===== config.mk =====
export PLATFORM = sky130hd
export DESIGN_NAME = ras_ctrl_flat
export DESIGN_NICKNAME = d
export VERILOG_FILES = /design/src/rtl/ras_ctrl_if.sv /design/src/rtl/ras_ctrl.sv /design/src/flat_wrapper.sv
export SDC_FILE = /design/constraint.sdc
export NUM_CORES = 1
export LEC_CHECK = 0
export BUFFER_PORTS_ARGS = -buffer_cell sky130_fd_sc_hd__buf_2
export CAP_MARGIN = 25
export CORE_UTILIZATION = 40
export DETAILED_ROUTE_END_ITERATION = 6
export PLACE_DENSITY = 0.83
export SETUP_SLACK_MARGIN = 0.15
export SYNTH_ARGS = -nofsm -noshare
export SYNTH_HDL_FRONTEND = slang
export SYNTH_SLANG_ARGS = --single-unit
export TNS_END_PERCENT = 50

===== constraint.sdc =====
create_clock -name clk -period 4.1 [get_ports clk]
set_input_delay 0.82 -clock clk [delete_from_list [all_inputs] [get_ports clk]]
set_output_delay 0.82 -clock clk [all_outputs]
set_load 0.005 [all_outputs]

===== src/rtl/ras_ctrl_if.sv =====
// ras_ctrl_if: fetch, resolution, ras and prediction signals of the return-address-stack front-end controller.
interface ras_ctrl_if #(parameter int WIDTH = 32);
  logic             fetch_valid;
  logic             fetch_ready;
  logic [WIDTH-1:0] fetch_pc;
  logic [31:0]      fetch_instr;
  logic             resolve_valid;
  logic             resolve_mispredict;
  logic             resolve_ready;
  logic [WIDTH-1:0] ras_dout;
  logic             ras_empty;
  logic             ras_push;
  logic             ras_pop;
  logic             ras_branch;
  logic             ras_close_valid;
  logic             ras_close_invalid;
  logic [WIDTH-1:0] ras_din;
  logic             pred_valid;
  logic [WIDTH-1:0] pred_target;
  modport master (
    output fetch_valid, fetch_pc, fetch_instr, resolve_valid, resolve_mispredict, ras_dout, ras_empty,
    input  fetch_ready, resolve_ready, ras_push, ras_pop, ras_branch, ras_close_valid, ras_close_invalid,
           ras_din, pred_valid, pred_target
  );
  modport slave (
    input  fetch_valid, fetch_pc, fetch_instr, resolve_valid, resolve_mispredict, ras_dout, ras_empty,
    output fetch_ready, resolve_ready, ras_push, ras_pop, ras_branch, ras_close_valid, ras_close_invalid,
           ras_din, pred_valid, pred_target
  );
endinterface


===== src/rtl/ras_ctrl.sv =====
// ras_ctrl: predecodes fetched instructions into ras push/pop/branch strobes and sequences closes/invalidates.
module ras_ctrl #(
  parameter int WIDTH        = 32,
  parameter int MAX_BRANCHES = 128,
  parameter int RVC          = 1
) (
  input logic     clk,
  input logic     rst_ni,
  ras_ctrl_if.slave bus
);
  localparam int CW = $clog2(MAX_BRANCHES + 1);
  typedef enum logic [1:0] {START, RUN, DRAIN, INV} state_t;
  state_t        state;
  logic          start_cnt;
  logic          gap;
  logic          pred_valid;
  logic [CW-1:0] open_cnt;
  logic [CW-1:0] pend_cnt;
  logic [CW-1:0] open_nxt;
  logic [CW-1:0] pend_nxt;
  logic [6:0] op;
  logic [2:0] f3;
  logic [4:0] rd;
  logic [4:0] rs1;
  logic [3:0] c_hi;
  logic [4:0] c_rs2;
  logic [1:0] q;
  logic is32, rvc, jal, jalr, br, cj, cjr, cjalr, cjal, cbr;
  logic acc, push, pop, branch, close, res_acc, err, correct, mis;
  assign op    = bus.fetch_instr[6:0];
  assign f3    = bus.fetch_instr[14:12];
  assign rd    = bus.fetch_instr[11:7];
  assign rs1   = bus.fetch_instr[19:15];
  assign c_hi  = bus.fetch_instr[15:12];
  assign c_rs2 = bus.fetch_instr[6:2];
  assign q     = bus.fetch_instr[1:0];
  function automatic logic link(input logic [4:0] r);
    return r == 5'd1 || r == 5'd5;
  endfunction
  // Compressed fields share bit positions with rd; rd doubles as c.jr/c.jalr rs1.
  assign is32  = q == 2'b11;
  assign rvc   = RVC != 0 && !is32;
  assign jal   = is32 && op == 7'b1101111;
  assign jalr  = is32 && op == 7'b1100111 && f3 == 3'b000;
  assign br    = is32 && op == 7'b1100011;
  assign cj    = rvc && q == 2'b10 && c_hi[3:1] == 3'b100 && c_rs2 == 5'd0 && rd != 5'd0;
  assign cjr   = cj && !c_hi[0];
  assign cjalr = cj && c_hi[0];
  assign cjal  = rvc && q == 2'b01 && c_hi[3:1] == 3'b001;
  assign cbr   = rvc && q == 2'b01 && c_hi[3:2] == 2'b11;
  assign bus.fetch_ready   = state == RUN && open_cnt < CW'(MAX_BRANCHES) &&
                             !(bus.resolve_valid && bus.resolve_mispredict);
  assign bus.resolve_ready = state == RUN;
  assign acc    = bus.fetch_valid && bus.fetch_ready;
  assign push   = acc && ((jal || jalr) && link(rd) || cjal || cjalr);
  assign pop    = acc && (jalr && link(rs1) && (!link(rd) || rd != rs1) || cjr && link(rd) || cjalr && rd == 5'd5);
  assign branch = acc && (br || cbr);
  assign res_acc = bus.resolve_valid && bus.resolve_ready;
  assign err     = open_cnt == pend_cnt;
  assign correct = res_acc && !bus.resolve_mispredict && !err;
  assign mis     = res_acc && bus.resolve_mispredict && !err;
  assign close    = (state == RUN || state == DRAIN) && pend_cnt != '0 && !gap && !branch;
  assign pend_nxt = pend_cnt + CW'(correct) - CW'(close);
  assign open_nxt = open_cnt + CW'(branch) - CW'(close);
  assign bus.ras_push          = push;
  assign bus.ras_pop           = pop;
  assign bus.ras_branch        = branch;
  assign bus.ras_close_valid   = close;
  assign bus.ras_close_invalid = state == INV;
  assign bus.ras_din           = bus.fetch_pc + WIDTH'(rvc ? 2 : 4);
  assign bus.pred_valid        = pred_valid;
  assign bus.pred_target       = bus.ras_dout;
  always_ff @(posedge clk or negedge rst_ni) begin
    if (!rst_ni) begin
      state      <= START;
      start_cnt  <= 1'b0;
      gap        <= 1'b0;
      pred_valid <= 1'b0;
      open_cnt   <= '0;
      pend_cnt   <= '0;
    end else begin
      gap        <= close;
      pred_valid <= pop && !bus.ras_empty;
      open_cnt   <= open_nxt;
      pend_cnt   <= pend_nxt;
      case (state)
        START: begin
          start_cnt <= 1'b1;
          if (start_cnt) state <= RUN;
        end
        // A close in the mispredict cycle still routes via DRAIN so its gap cycle precedes the invalidate.
        RUN:   if (mis) state <= (pend_nxt != '0 || close) ? DRAIN : INV;
        DRAIN: if (pend_nxt == '0 && !close) state <= INV;
        default: begin
          open_cnt <= '0;
          pend_cnt <= '0;
          state    <= RUN;
        end
      endcase
    end
  end
endmodule


===== src/flat_wrapper.sv =====
// flat-port wrapper written by rule: the top's interface ports become plain ports
module ras_ctrl_flat 
#(
  parameter int WIDTH        = 32,
  parameter int MAX_BRANCHES = 128,
  parameter int RVC          = 1
)
  (clk, rst_ni, bus_fetch_valid, bus_fetch_pc, bus_fetch_instr, bus_resolve_valid, bus_resolve_mispredict, bus_ras_dout, bus_ras_empty, bus_fetch_ready, bus_resolve_ready, bus_ras_push, bus_ras_pop, bus_ras_branch, bus_ras_close_valid, bus_ras_close_invalid, bus_ras_din, bus_pred_valid, bus_pred_target);
  ras_ctrl_if #(.WIDTH(WIDTH)) bus_i ();
  input logic clk;
  input logic rst_ni;
  input wire logic [$bits(bus_i.fetch_valid)-1:0] bus_fetch_valid;
  input wire logic [$bits(bus_i.fetch_pc)-1:0] bus_fetch_pc;
  input wire logic [$bits(bus_i.fetch_instr)-1:0] bus_fetch_instr;
  input wire logic [$bits(bus_i.resolve_valid)-1:0] bus_resolve_valid;
  input wire logic [$bits(bus_i.resolve_mispredict)-1:0] bus_resolve_mispredict;
  input wire logic [$bits(bus_i.ras_dout)-1:0] bus_ras_dout;
  input wire logic [$bits(bus_i.ras_empty)-1:0] bus_ras_empty;
  output wire logic [$bits(bus_i.fetch_ready)-1:0] bus_fetch_ready;
  output wire logic [$bits(bus_i.resolve_ready)-1:0] bus_resolve_ready;
  output wire logic [$bits(bus_i.ras_push)-1:0] bus_ras_push;
  output wire logic [$bits(bus_i.ras_pop)-1:0] bus_ras_pop;
  output wire logic [$bits(bus_i.ras_branch)-1:0] bus_ras_branch;
  output wire logic [$bits(bus_i.ras_close_valid)-1:0] bus_ras_close_valid;
  output wire logic [$bits(bus_i.ras_close_invalid)-1:0] bus_ras_close_invalid;
  output wire logic [$bits(bus_i.ras_din)-1:0] bus_ras_din;
  output wire logic [$bits(bus_i.pred_valid)-1:0] bus_pred_valid;
  output wire logic [$bits(bus_i.pred_target)-1:0] bus_pred_target;
  assign bus_i.fetch_valid = bus_fetch_valid;
  assign bus_i.fetch_pc = bus_fetch_pc;
  assign bus_i.fetch_instr = bus_fetch_instr;
  assign bus_i.resolve_valid = bus_resolve_valid;
  assign bus_i.resolve_mispredict = bus_resolve_mispredict;
  assign bus_i.ras_dout = bus_ras_dout;
  assign bus_i.ras_empty = bus_ras_empty;
  assign bus_fetch_ready = bus_i.fetch_ready;
  assign bus_resolve_ready = bus_i.resolve_ready;
  assign bus_ras_push = bus_i.ras_push;
  assign bus_ras_pop = bus_i.ras_pop;
  assign bus_ras_branch = bus_i.ras_branch;
  assign bus_ras_close_valid = bus_i.ras_close_valid;
  assign bus_ras_close_invalid = bus_i.ras_close_invalid;
  assign bus_ras_din = bus_i.ras_din;
  assign bus_pred_valid = bus_i.pred_valid;
  assign bus_pred_target = bus_i.pred_target;
  ras_ctrl #(.WIDTH(WIDTH), .MAX_BRANCHES(MAX_BRANCHES), .RVC(RVC)) u_core (.clk(clk), .rst_ni(rst_ni), .bus(bus_i));
endmodule

==> results of run 1 <==
[metrics by stage]
step                      total power, mW  std cells  setup slack (ns)  hold WS, ns
after floorplan                    0.2726        315            0.3359       0.4267
after global placement             0.3145        456            0.1371       0.4413
after detailed placement           0.3169        456           0.06936       0.4658
after CTS                          0.4575        460            0.3481       0.4897
after global routing               0.4802        463            0.1709       0.4998
final                              0.4535        463            0.3373       0.4842
[critical path, cell delays in order]
cell	delay [ns]
buf_2	0.12
and2_1	0.18
buf_4	0.16
inv_1	0.06
ha_1	0.19
fa_1	0.27
and3_1	0.31
nand2_2	0.10
nor3b_2	0.29
nand3_1	0.14
xnor2_1	0.17
buf_2	0.13
[worst max-delay path by stage]
stage	start	endpoint	slack (ns)	cells past startpoint
2_1_floorplan	bus_fetch_instr[2]	u_core.state[1]	0.34	13
3_3_place_gp	bus_fetch_instr[2]	u_core.state[1]	0.14	14
3_5_place_dp	bus_fetch_instr[2]	u_core.state[1]	0.07	14
4_1_cts	bus_fetch_instr[0]	bus_ras_din[31]	0.35	12
5_1_grt	u_core.state[1]	u_core.state[1]	0.17	14
6_report	bus_fetch_instr[0]	bus_ras_din[31]	0.34	12
[cell usage in the layout, fill, tap and decap left out, drive strengths merged, types with 4 or more instances in the layout]
cell type,n
nor3,8
xor2,14
xnor2,35
a21oi,8
nor4b,4
dfrtp,21
nand3,12
nor2b,11
and3,7
ha,24
nand2,19
a31oi,4
buf,102
nor2,28
inv,26
nand4,12
[logic make-up (layout without fill, tap and decap cells)]
group                    after synthesis  after routing
AND/OR/NAND/NOR                      124            124
buffers and inverters                 61            132
XOR/XNOR                              49             49
AO/OA/AOI/OAI                         32             32
adder cells (fa/ha/maj)               27             27
flip-flops                            21             21
multiplexers                           1              1
[registers in the layout (all words and copies together) (netlist names)]
signal and cells:
u_core.open_cnt 8, u_core.state 2, u_core.start_cnt 1, u_core.gap 1
u_core.pend_cnt 8, u_core.bus.pred_valid 1
[power by group through the flow]
stage	Clock [mW]	Combinational, mW	Sequential (mW)
after floorplan	0	0.0615	0.211
after global placement	0	0.104	0.211
after detailed placement	0	0.106	0.211
after CTS	0.144	0.107	0.207
after global routing	0.156	0.118	0.207
final	0.140	0.107	0.207
[cell usage after synthesis, types with 11 or more instances]
cell type and number:
inv_1 25, nand2_1 18, nor2b_1 11, dfrtp_1 21
buf_4 33, nor2_1 28, nand3_1 12, ha_1 24
nand4_1 12, xnor2_1 35, xor2_1 14
[final cells by class]
type	count	share of cell area, %
multi-input combinational	233	57.62
timing repair buffer	102	17.28
sequential	21	17.24
inverter	26	3.194
tap	77	3.153
clock buffer	3	1.351
clock inverter	1	0.1638
[routing by layer]
layer / wire length, µm / vias to the layer above
met1: 2786 / 1137
met3: 386 / 11
met5: 0 / -
li1: - / 1192
met4: 122 / 0
met2: 3266 / 102
[repair_timing]
action | in CTS | in global routing
buffers inserted | 0 | 3
setup endpoints to repair | 0 | 1
resized for setup | 0 | 3
hold buffers | 0 | 0
endpoints found under the hold margin | 0 | 0
==> out/results.ini, run 1 <==
[run_status]
status=complete, no violations

[finish]
n_fill_cell=624
fin_area_mm2=0.003055
antennaDiodeCount=0
drive_gt1_share_pct=31.09
final_util_pct=48.12
multi_input_area_mm2=0.001760
area_delta_synth_final_pct=16.29
register_area_um2=526.8
nets=516

[synthesis]
synth-edff-count=0
syn_area_mm2=0.002628
ys_seq_elements=21
ys_seq_area_share_pct=20.00
synth-main-ff-cell=dfrtp_1
synth_compound_area_share_pct=9.762
post_synth_main_area_contributors=dfrtp_1 (20%), xnor2_1 (12%), ha_1 (11%)
synth_top_family_by_area=simple AND/OR/NAND/NOR gates
muxShareOfSynthArea_pct=0.3810
synth_fp_nets=444
synth_area_leader_cell=dfrtp_1
synthCells=315
syn_avg_cell_area_um2=8.341
synthAdderAreaFrac_pct=13.71
synth_xor_area_share_pct=16.33
synth_top_area_share_pct=20.00
synth_async_sr_flop_share_pct=100.0
synth.distinct_cells=52
synth_simple_gate_area_share_pct=26.33
ys_warn_count=0

[die]
die_h_um=83.05
die_w_um=83.05
core_mm2=0.006350
die_area_mm2=0.006897
rows=29
start_util_pct=41.38
io_pins=174

[placement]
portBuffers=95
post-dp-hpwl_um=5600
routabilityCongestion=0.9180
placed_cell_area_mm2=0.002973

[sta]
tns_ns=0
max_freq_mhz=265.8
tightest_slew_ns=0.7012
slew_violations=0
fin_worst_skew_ns=0.008538
period_needed_ns=3.763
fin_crit_sh_pct=91.77
rsz0062_at_grt=no
setup_violations=0
final_hold_viol_count=0
max_slew_margin_pct=53.25

[power]
pwr-share-seq_pct=45.6
p_sw_mw=0.1269
p_int_mw=0.3266
p_per_area_mw_per_mm2=148.4
ir_drop_mv=0.1074
leakagePower_nw=1.465
swShare_pct=27.98
power.share.clock_pct=30.8
p_comb_share_pct=23.5

[hold_path]
holdPathStages=1
hp-start=u_core.start_cnt
hold_class=flip-flop to flip-flop
min_to=u_core.start_cnt

[critical_path]
r2r-end=u_core.state[0]
reg2reg_depth=14
crit_required_ns=3.28
cp-end-kind=output port
r2r-start=u_core.state[1]
crit_type=input port to output port
regToRegSetupSlack_ns=0.42
crit_fanout=6
cp-start-kind=input port
critPathArrivalTime_ns=2.94

[routing]
via_per_inst=5.274
firstDrtPassIters=4
finalWirelength_um=6562
drcViolationCount=0
routedWlPerCell_um=14.17
ant_nets=0
via_count=2442
drt_iter0_markers=92

[clock_network]
path_clk_slew_ns=0.08
numCtsBuffers=3
cts_tree=done
clkSinkCount=21
root_buffer=clkbuf_8
insertion_delay_ns=0.27
clk_path_buf_depth=2
h-tree-depth=1

[grt]
grt_most_used_layer=met2
grt_pass1_wl_um=10580
grt_use_met3_pct=2.982
grt_max_degree=22
grt_overflow=0
grt_pass1_vias=2376
antenna_found_initial=0
grt_use_met1_pct=22.87
grtUsageMet2_pct=33.38
gr-usage-all-layers_pct=18.74

[run]
maxCapViolCount=0

No activity file was read; power rests on OpenSTA's default activity.
==> run 2: changes to the inputs <==
CELL_PAD_IN_SITES_DETAIL_PLACEMENT = 1   (was unset)
CELL_PAD_IN_SITES_GLOBAL_PLACEMENT = 1   (was unset)
CORE_UTILIZATION = 29   (was 40)
PLACE_DENSITY = 0.87   (was 0.83)
==> run 2 against run 1 <==
  * Routed wire length rose by 14%
  * Sequential power barely moved
  * Critical path depth rose by 2
  * Non-clock buffer count did not move
  * Via count rose by 2.0%
  * Largest power group unchanged
  * First-iteration DRC count fell by 60%
  * Cell area rose by 1.4%
  * Clock-buffer cell count rose by 1
  * Sequential share of layout area fell by 0.20 points
  * Largest cell class unchanged
  * Critical path type is now input port to flip-flop
  * Die area rose by 37%
==> out/results.ini, run 2 (synthesized netlist as in run 1, its figures left out) <==
[power]
p_int_mw=0.3281  ; was 0.3266 mW
ir_drop_mv=0.09742  ; was 0.1074 mV
pwr-share-seq_pct=45.7  ; was 45.6%
fin_total_pwr_mw=0.4522  ; was 0.4535 mW
p_per_area_mw_per_mm2=145.9  ; was 148.4 mW/mm²
swShare_pct=27.44  ; was 27.98%
p_comb_share_pct=23.4  ; was 23.5%
power.share.clock_pct=30.8  ; about the same
p_sw_mw=0.1241  ; was 0.1269 mW
leakagePower_nw=1.460  ; was 1.465 nW

[critical_path]
cp-end-kind=flip-flop  ; was output port
cp_slowest_stage_delay_ns=0.40  ; was 0.31 ns
critPathArrivalTime_ns=4.02  ; was 2.94 ns
crit_required_ns=4.30  ; was 3.28 ns
cp_slowest_cell=or3_1  ; was and3_1
crit_fanout=3  ; was 6
path_buf_inv=3  ; was 4
cpLargestDelayFamily=simple AND/OR/NAND/NOR gates  ; unchanged
cp-start-kind=input port  ; unchanged
path_cells=buf_2 -> nor4b_2 -> a31oi_1 -> o21bai_4 -> inv_1 -> ha_1 -> inv_1 -> ha_1 -> fa_2 -> a211o_1 -> and4_1 -> or3_1 -> o32ai_1 -> nor2b_1  ; was buf_2 -> and2_1 -> buf_4 -> inv_1 -> ha_1 -> fa_1 -> and3_1 -> nand2_2 -> nor3b_2 -> nand3_1 -> xnor2_1 -> buf_2
crit_type=input port to flip-flop  ; was input port to output port

[die]
core_mm2=0.008763  ; was 0.006350 mm²
die_area_mm2=0.009445  ; was 0.006897 mm²
die_h_um=97.19  ; was 83.05 µm
start_util_pct=29.98  ; was 41.38%
rows=34  ; was 29
die_w_um=97.19  ; was 83.05 µm
io_pins=174  ; unchanged

[clock_network]
cts_tree=done  ; unchanged
clkSinkCount=21  ; unchanged
numCtsBuffers=3  ; unchanged
root_buffer=clkbuf_8  ; unchanged
h-tree-depth=1  ; unchanged
clk_path_buf_depth=2  ; unchanged
path_clk_slew_ns=0.08  ; about the same
insertion_delay_ns=0.26  ; was 0.27 ns

[routing]
drcViolationCount=0  ; unchanged
ant_nets=0  ; unchanged
via_per_inst=5.045  ; was 5.274
via_count=2492  ; was 2,442
finalWirelength_um=7501  ; was 6562 µm
drt_iter0_markers=37  ; was 92
routedWlPerCell_um=15.18  ; was 14.17 µm
firstDrtPassIters=4  ; unchanged

[finish]
drive_gt1_share_pct=31.61  ; was 31.09%
register_area_um2=528.0  ; was 526.8 µm²
nets=516  ; unchanged
antennaDiodeCount=0  ; unchanged
reg_top3=u_core.open_cnt: 8 flops, u_core.pend_cnt: 8 flops, u_core.state: 2 flops  ; unchanged
multi_input_area_mm2=0.001765  ; was 0.001760 mm²
n_fill_cell=1112  ; was 624
final_util_pct=35.37  ; was 48.12%
area_delta_synth_final_pct=17.95  ; was 16.29%
stdcell_count=494  ; was 463
layout_common_cells=buf_2 (95), xnor2_1 (35), nor2_1 (28)  ; unchanged
final_common_cell=buf_2  ; unchanged

[placement]
portBuffers=95  ; unchanged
placed_cells=488  ; was 456
post-dp-hpwl_um=6241  ; was 5600 µm
routabilityCongestion=0.8113  ; was 0.9180

[grt]
gr-usage-all-layers_pct=15.92  ; was 18.74%
grt_overflow=0  ; unchanged
grtUsageMet2_pct=31.85  ; was 33.38%
antenna_found_initial=0  ; unchanged
grt_use_met1_pct=16.72  ; was 22.87%
grt_max_degree=22  ; unchanged
grt_most_used_layer=met2  ; unchanged
grt_pass1_vias=2734  ; was 2,376
grt_use_met3_pct=2.662  ; was 2.982%
grt_pass1_wl_um=12580  ; was 10,580 µm

[run_status]
status=complete, no violations  ; unchanged

[sta]
final_hold_viol_count=0  ; unchanged
setup_violations=0  ; unchanged
rsz0062_at_grt=yes  ; was no
max_slew_margin_pct=60.50  ; was 53.25%
period_needed_ns=3.822  ; was 3.763 ns
slew_violations=0  ; unchanged
fin_crit_sh_pct=93.21  ; was 91.77%
max_freq_mhz=261.7  ; was 265.8 MHz
fin_worst_skew_ns=0.002045  ; was 0.008538 ns
tightest_slew_ns=0.5776  ; was 0.7012 ns

[hold_path]
hold_class=flip-flop to flip-flop  ; unchanged

[run]
maxCapViolCount=0  ; unchanged

-- run 2: cell types whose count changed in the layout (fill, tap and decap cells not counted), sizes merged --
cell and change:
clkinv -1, clkbuf +1
-- run 2: path summary, 6_finish.rpt --
path,end,from,depth (start not counted),slack (ns)
max,u_core.state[0],bus_fetch_instr[2],14,0.28
min,u_core.start_cnt,u_core.start_cnt,1,0.47
max reg2reg,u_core.state[0],u_core.state[1],14,0.31
min reg2reg,u_core.start_cnt,u_core.start_cnt,1,0.47
max in group asynchronous,u_core.state[0],rst_ni,1,3.21
min in group asynchronous,u_core.open_cnt[4],rst_ni,1,0.52
-- run 2: worst register-to-register path, stage by stage (launching register included) --
cell	delay (ns)
dfrtp_2	0.45
inv_1	0.11
ha_2	0.23
nand4b_1	0.27
o21bai_4	0.23
inv_1	0.10
ha_1	0.28
inv_1	0.04
ha_1	0.23
fa_2	0.38
a211o_1	0.31
and4_1	0.20
or3_1	0.40
o32ai_1	0.33
nor2b_1	0.17
-- run 2: stage by stage --
stage | setup WS (ns) | instance area (µm²) | setup TNS (ns) | hold WS (ns)
2_1_floorplan | 0.3359 | 2628 | 0 | 0.4267
3_3_place_gp | 0.1424 | 3019 | 0 | 0.4403
3_5_place_dp | -0.06007 | 3019 | -0.06327 | 0.4521
4_1_cts | 0.2259 | 3064 | 0 | 0.4755
5_1_grt | 0.1111 | 3099 | 0 | 0.4858
6_report | 0.2782 | 3099 | 0 | 0.4698
-- run 2: layer usage --
metal  part of all wire [%]  up-vias
met2                     54       90
met5                      0        -
met3                    5.3       14
li1                       -     1192
met1                     39     1196
met4                    1.9        0
-- run 2: final cells by class --
cell class / instances / share of cell area [%]
Clock buffer: 4 / 1.453
Inverter: 26 / 3.149
Multi-Input combinational cell: 233 / 56.96
Sequential cell: 21 / 17.04
Tap cell: 108 / 4.360
Timing Repair Buffer: 102 / 17.04
-- run 2: power groups by stage --
stage / clock network [mW] / logic, mW / registers [mW]
final: 0.139 / 0.106 / 0.207
after global placement: 0 / 0.103 / 0.211
after global routing: 0.152 / 0.117 / 0.207
after detailed placement: 0 / 0.106 / 0.211
after floorplan: 0 / 0.0615 / 0.211
after CTS: 0.145 / 0.107 / 0.207
-- run 2: repair_timing --
item,in CTS,in global routing
buffers inserted,0,2
setup endpoints to repair,0,2
endpoints found under the hold margin,0,0
gates resized for setup,0,6
hold buffers,0,0
